`src/rtl/pc_gen.sv`:
```
`default_nettype none
// ============================================================================
//  Module      : pc_gen
//  Description : Fetch-stage program-counter generator. Holds the fetch PC and
//                selects the next PC from trap vector, branch target, a
//                redirect buffered during stall, an optional return-address
//                stack prediction, or sequential +4.
//                Optional feature macro: PC_RAS_EN (return-address stack).
//  Revision    : 1.0 - initial release
// ============================================================================
module pc_gen #(
   parameter int                    DATA_WIDTH   = 32,
   parameter logic [DATA_WIDTH-1:0] RESET_VECTOR = '0,
   parameter int                    RAS_DEPTH    = 4
) (
   input  logic                  clk_i,
   input  logic                  rst_i,
   input  logic                  en_i,
   input  logic                  branch_i,
   input  logic [DATA_WIDTH-1:0] branchTarget_i,
   input  logic                  trap_i,
   input  logic [DATA_WIDTH-1:0] trapVector_i,
   input  logic                  call_i,
   input  logic                  ret_i,
   output logic [DATA_WIDTH-1:0] pc_o,
   output logic [DATA_WIDTH-1:0] pcPlus4_o,
   output logic                  misaligned_o,
   output logic                  pending_o,
   output logic                  rasEmpty_o
);

   localparam logic [DATA_WIDTH-1:0] C_FOUR = DATA_WIDTH'(4);

   logic [DATA_WIDTH-1:0] r_pc;
   logic                  r_pend_valid;
   logic                  r_pend_trap;
   logic [DATA_WIDTH-1:0] r_pend_target;
   logic                  r_misaligned;

   logic [DATA_WIDTH-1:0] w_pc_plus4;
   logic                  w_redirect;
   logic [DATA_WIDTH-1:0] w_redirect_raw;
   logic [DATA_WIDTH-1:0] w_redirect_aligned;
   logic                  w_redirect_mis;
   logic                  w_ras_sel;
   logic [DATA_WIDTH-1:0] w_ras_target;

   assign w_pc_plus4 = r_pc + C_FOUR;

   // Any redirect source (current or buffered) wins over RAS and sequential flow
   assign w_redirect = trap_i | branch_i | r_pend_valid;

   // Redirect target: trap beats branch, and a current request beats the buffer
   always_comb begin
      w_redirect_raw = r_pend_target;
      if (trap_i) begin
         w_redirect_raw = trapVector_i;
      end else if (branch_i) begin
         w_redirect_raw = branchTarget_i;
      end
   end

   assign w_redirect_aligned = {w_redirect_raw[DATA_WIDTH-1:2], 2'b00};
   assign w_redirect_mis     = |w_redirect_raw[1:0];

`ifdef PC_RAS_EN
   localparam int PTR_W = $clog2(RAS_DEPTH);
   localparam int CNT_W = $clog2(RAS_DEPTH + 1);

   // Circular stack: r_sp is the next write slot, top lives at r_sp - 1.
   // Pushing when full simply overwrites the oldest entry.
   logic [DATA_WIDTH-1:0] r_ras [RAS_DEPTH];
   logic [PTR_W-1:0]      r_sp;
   logic [CNT_W-1:0]      r_count;
   logic                  r_ras_empty;

   logic [PTR_W-1:0]      w_top_idx;
   logic                  w_ras_act;
   logic                  w_ras_we;
   logic [PTR_W-1:0]      w_ras_widx;
   logic [PTR_W-1:0]      w_sp_nxt;
   logic [CNT_W-1:0]      w_count_nxt;

   assign w_top_idx    = r_sp - 1'b1;
   assign w_ras_act    = en_i & ~w_redirect;
   assign w_ras_sel    = w_ras_act & ret_i & (r_count != '0);
   assign w_ras_target = r_ras[w_top_idx];

   // Stack update decision: pop, replace-top (call+ret), or push
   always_comb begin
      w_ras_we    = 1'b0;
      w_ras_widx  = r_sp;
      w_sp_nxt    = r_sp;
      w_count_nxt = r_count;
      if (w_ras_act) begin
         if (ret_i && (r_count != '0)) begin
            if (call_i) begin
               w_ras_we   = 1'b1;
               w_ras_widx = w_top_idx;
            end else begin
               w_sp_nxt    = w_top_idx;
               w_count_nxt = r_count - 1'b1;
            end
         end else if (call_i) begin
            w_ras_we   = 1'b1;
            w_ras_widx = r_sp;
            w_sp_nxt   = r_sp + 1'b1;
            if (r_count != CNT_W'(RAS_DEPTH)) begin
               w_count_nxt = r_count + 1'b1;
            end
         end
      end
   end

   // Stack storage; contents are meaningless until counted, so no reset
   always_ff @(posedge clk_i) begin
      if (w_ras_we) begin
         r_ras[w_ras_widx] <= w_pc_plus4;
      end
   end

   // Stack pointer, occupancy and registered empty flag
   always_ff @(posedge clk_i or posedge rst_i) begin
      if (rst_i) begin
         r_sp        <= '0;
         r_count     <= '0;
         r_ras_empty <= 1'b1;
      end else begin
         r_sp        <= w_sp_nxt;
         r_count     <= w_count_nxt;
         r_ras_empty <= (w_count_nxt == '0);
      end
   end

   assign rasEmpty_o = r_ras_empty;
`else
   logic w_unused_ras;

   assign w_unused_ras = call_i ^ ret_i;
   assign w_ras_sel    = 1'b0;
   assign w_ras_target = '0;
   assign rasEmpty_o   = 1'b1;
`endif

   // PC, redirect buffer and misalignment pulse
   always_ff @(posedge clk_i or posedge rst_i) begin
      if (rst_i) begin
         r_pc          <= RESET_VECTOR;
         r_pend_valid  <= 1'b0;
         r_pend_trap   <= 1'b0;
         r_pend_target <= '0;
         r_misaligned  <= 1'b0;
      end else begin
         r_misaligned <= 1'b0;
         if (en_i) begin
            r_pend_valid <= 1'b0;
            r_pend_trap  <= 1'b0;
            if (w_redirect) begin
               r_pc         <= w_redirect_aligned;
               r_misaligned <= w_redirect_mis;
            end else if (w_ras_sel) begin
               r_pc <= w_ras_target;
            end else begin
               r_pc <= w_pc_plus4;
            end
         end else begin
            // Stalled: a trap always takes the buffer, a branch never displaces a trap
            if (trap_i) begin
               r_pend_valid  <= 1'b1;
               r_pend_trap   <= 1'b1;
               r_pend_target <= trapVector_i;
            end else if (branch_i && !(r_pend_valid && r_pend_trap)) begin
               r_pend_valid  <= 1'b1;
               r_pend_trap   <= 1'b0;
               r_pend_target <= branchTarget_i;
            end
         end
      end
   end

   assign pc_o         = r_pc;
   assign pcPlus4_o    = w_pc_plus4;
   assign misaligned_o = r_misaligned;
   assign pending_o    = r_pend_valid;

endmodule
`default_nettype wire

```
`config.mk`:
```
export PLATFORM = sky130hd
export DESIGN_NAME = pc_gen
export DESIGN_NICKNAME = d
export VERILOG_FILES = /design/src/rtl/pc_gen.sv
export SDC_FILE = /design/constraint.sdc
export NUM_CORES = 1
export LEC_CHECK = 0
export BUFFER_PORTS_ARGS = -buffer_cell sky130_fd_sc_hd__buf_2
export CAP_MARGIN = 20
export CORE_ASPECT_RATIO = 1.2
export CORE_MARGIN = 2
export CORE_UTILIZATION = 48
export DETAILED_ROUTE_END_ITERATION = 16
export HOLD_SLACK_MARGIN = 0.03
export PLACE_DENSITY = 0.81
export SYNTH_ARGS = -nofsm -noshare
export SYNTH_HDL_FRONTEND = slang
export SYNTH_SLANG_ARGS = --single-unit
```
`constraint.sdc`:
```
create_clock -name clk_i -period 1.84 [get_ports clk_i]
set_input_delay 0.184 -clock clk_i [delete_from_list [all_inputs] [get_ports clk_i]]
set_output_delay 0.184 -clock clk_i [all_outputs]
set_load 0.005 [all_outputs]
```
==> impl_results.rst <==
.. list-table::
   :header-rows: 1

   * - Metric
     - Value
   * - Layout net count
     - 839
   * - Combined area of all synthesized cells
     - roughly 4600 µm²
   * - Status
     - finished, violations left
   * - Setup Viol. Count Final
     - 25
   * - Slew at the pin with the worst max-slew slack
     - between 0.5 and 0.6 ns
   * - CP startpoint kind
     - flip-flop
   * - Total global-route track usage
     - 0.318
   * - Global routing usage on met3
     - 0.0494
   * - Pins over their slew limit
     - 0
   * - Layout-stage area growth over the synthesis result
     - 46.5%
   * - Standby leakage power
     - just over 3 nW
   * - Setup ws final
     - -0.277 ns
   * - Clock tree buffer depth
     - 2
   * - H-tree depth reported by CTS
     - 3
   * - Share of cells above drive strength 1
     - 0.417
   * - Vias in the first global route
     - between 5000 and 6000
   * - Kind of end point of the critical path
     - output port
   * - Met1 demand-to-capacity share in global routing
     - 0.418
   * - Global-route wire length before repair
     - about 26000 µm
   * - Power per standard cell area
     - 740 nW/µm²
   * - Final clock skew
     - about 0.0083 ns
   * - CTS buffer count
     - 9
   * - Synth Instances
     - between 500 and 600
   * - Full die area
     - ~10000 µm²
   * - Final antenna-violating net count
     - 0
   * - Total I/O pin count
     - 138
   * - Drt first-iter violations
     - 863
   * - Achievable frequency
     - ~470 MHz
   * - Global route total overflow
     - 0
   * - Width of the chip
     - 93.5 µm
   * - Violated checks
     - setup timing
   * - Total design power
     - ~0.0050 W
   * - Vias per cell
     - ~6.3
   * - Proportion of synthesized chip area in sequential cells
     - 0.353
   * - Number of enable flip-flop cells after synthesis
     - 0
   * - Critical Path Fanout Max
     - 7
   * - Half-perimeter wire length after detailed placement
     - around 11000 µm
   * - Worst rel slew slack
     - 0.646
   * - Final Hold Violating Endpoints
     - 0
   * - Final worst path period share
     - 1.15
   * - CTS Sinks
     - 65
   * - Flip-flop and latch count after synthesis
     - 65
   * - Floorplan Core Area
     - 9420 µm²
   * - Initial Utilization
     - 0.489
   * - Latest clock arrival within the worst-skew pair
     - 0.34 ns
   * - Type of the setup path with the least slack
     - reg2out
   * - Final-layout setup total negative slack
     - -3.23 ns
   * - Synth warn
     - 0
   * - Routed length per placed instance
     - ~20 µm
   * - Clk pin slew, worst setup/hold paths
     - around 0.050 ns
   * - Via count of the routed design
     - 5593
   * - VDD IR max
     - roughly 0.00053 V
   * - Hold crit path type
     - in2reg
   * - Post-Syn Area per Cell
     - between 8 and 9 µm²
   * - Root buf cell
     - clkbuf_16
   * - Final routed wirelength across all metal layers
     - 17900 µm
   * - FP Rows
     - 39
   * - Library cells used by synthesis
     - between 60 and 70
   * - Crit path time final
     - around 2.1 ns
   * - Most used routing layer
     - met2
   * - Arrival time of the worst setup path
     - approximately 1.9 ns
   * - Unrepaired setup endpoints after global routing
     - yes
   * - Data required, critical path
     - 1.66 ns
   * - Diodes inserted
     - 0
   * - Height of the die
     - about 110 µm
   * - Most frequent cells in the layout
     - buf_2 (129), buf_4 (93), nand2_1 (90)
   * - Clock tree from TritonCTS
     - done
   * - Setup slack of the most critical reg-to-reg path
     - -0.06 ns
   * - Antenna violations before repair
     - 0
   * - Share of flip-flops with an asynchronous set or reset
     - 1.00
   * - Count of unresolved DRC violations after routing
     - 0
   * - Port bufs
     - 130
   * - Maxcap violations
     - 0
   * - Global-route track usage on met2
     - 0.511
   * - Pin count of the biggest net entering global routing
     - between 60 and 70
   * - Most frequently used flop master after synthesis
     - dfrtp_1
   * - Most common cell after layout, fill and taps aside
     - buf_2
   * - 1st-pass router iterations
     - 6
   * - Global placement routability congestion
     - just over 0.9
cell usage after synthesis, drive strengths merged, types with 10 or more instances:
cell    number  area share
a21oi       20       0.022
o21ai       58       0.063
mux2i       15       0.033
a21boi      31       0.050
nand4       11       0.021
xnor2       13       0.025
dfrtp       65        0.35
clkbuf      28       0.023
nor2        27       0.022
nand3       18       0.023
nand2       93       0.076
nor3        18       0.020
buf         33       0.042
inv         10      0.0081
xor2        14       0.027
per-stage QoR:
step | utilization | setup WS (ns) | instance area (µm²) | hold slack, ns | std cells
5_1_grt | 0.717 | -0.313 | 6750 | 0.156 | 893
6_report | 0.717 | -0.277 | 6750 | 0.140 | 893
3_3_place_gp | 0.605 | 0.0478 | 5700 | 0.177 | 828
2_1_floorplan | - | 0.0295 | 4620 | 0.356 | 567
4_1_cts | 0.690 | -0.182 | 6500 | 0.132 | 882
3_5_place_dp | 0.605 | -0.0162 | 5700 | 0.176 | 828
routing by layer:
metal | share of wire | wire (µm) | vias to the layer above
met3 | 0.11 | 1890 | 116
met1 | 0.36 | 6490 | 2577
met2 | 0.47 | 8450 | 448
li1 | - | - | 2452
met4 | 0.059 | 1060 | 0
met5 | 0 | 0 | -
worst paths after layout:
check,cells after the start,endpoint,startpoint
max,6,pcPlus4_o[18],pc_o[12]$_DFFE_PP0P_
min,3,pc_o[5]$_DFFE_PP0P_,trapVector_i[5]
max reg2reg,7,pc_o[31]$_DFFE_PP0P_,pc_o[9]$_DFFE_PP0P_
min reg2reg,2,r_pend_target[22]$_DFFE_PP0P_,r_pend_target[22]$_DFFE_PP0P_
max in group asynchronous,4,pending_o$_DFFE_PP0P_,rst_i
min in group asynchronous,3,pc_o[26]$_DFFE_PP0P_,rst_i
registers in the layout, indices dropped and copies added (netlist names):
name / count
r_pend_trap: 1
pending_o: 1
misaligned_o: 1
pc_o: 30
r_pend_target: 32
repair_timing:
action                                  CTS  global route
endpoints found under the setup margin   24            33
setup buffers                            38            11
hold endpoints to repair                 13             0
hold buffers                              1             0
pin swaps                                41            28
resized for setup                        59            32
cloned                                    1             0
critical path, stage by stage (launching register included):
cell	delay (ns)
dfrtp_1	0.36
buf_4	0.18
nand4_1	0.29
nor4_2	0.34
buf_4	0.18
xor2_1	0.12
buf_2	0.12
power breakdown:
part / switching (W) / internal (W)
registers: 0.000147 / 0.00163
logic: 0.000938 / 0.000782
clock network: 0.000609 / 0.000896
total: 0.00169 / 0.00330
logic make-up after synthesis:
logic type	count (synthesis)	synth area share
buffers and inverters	72	0.0744
muxes	15	0.0326
AOI/OAI and AO/OA	181	0.267
DFF	65	0.353
and+or+nand+nor	201	0.218
other	2	0.00163
xor gates and xnor gates	27	0.0513
adders and majority gates	1	0.00271
final cells by class:
type	instances	area, µm²
clock buffer	13	240
clock inverter	1	5.00
fill	663	2670
sequential	65	1630
multi-input combinational	431	3000
tap	123	154
inverter	11	41.3
timing repair buffer	249	1680
(Power assumes the default switching activity.)
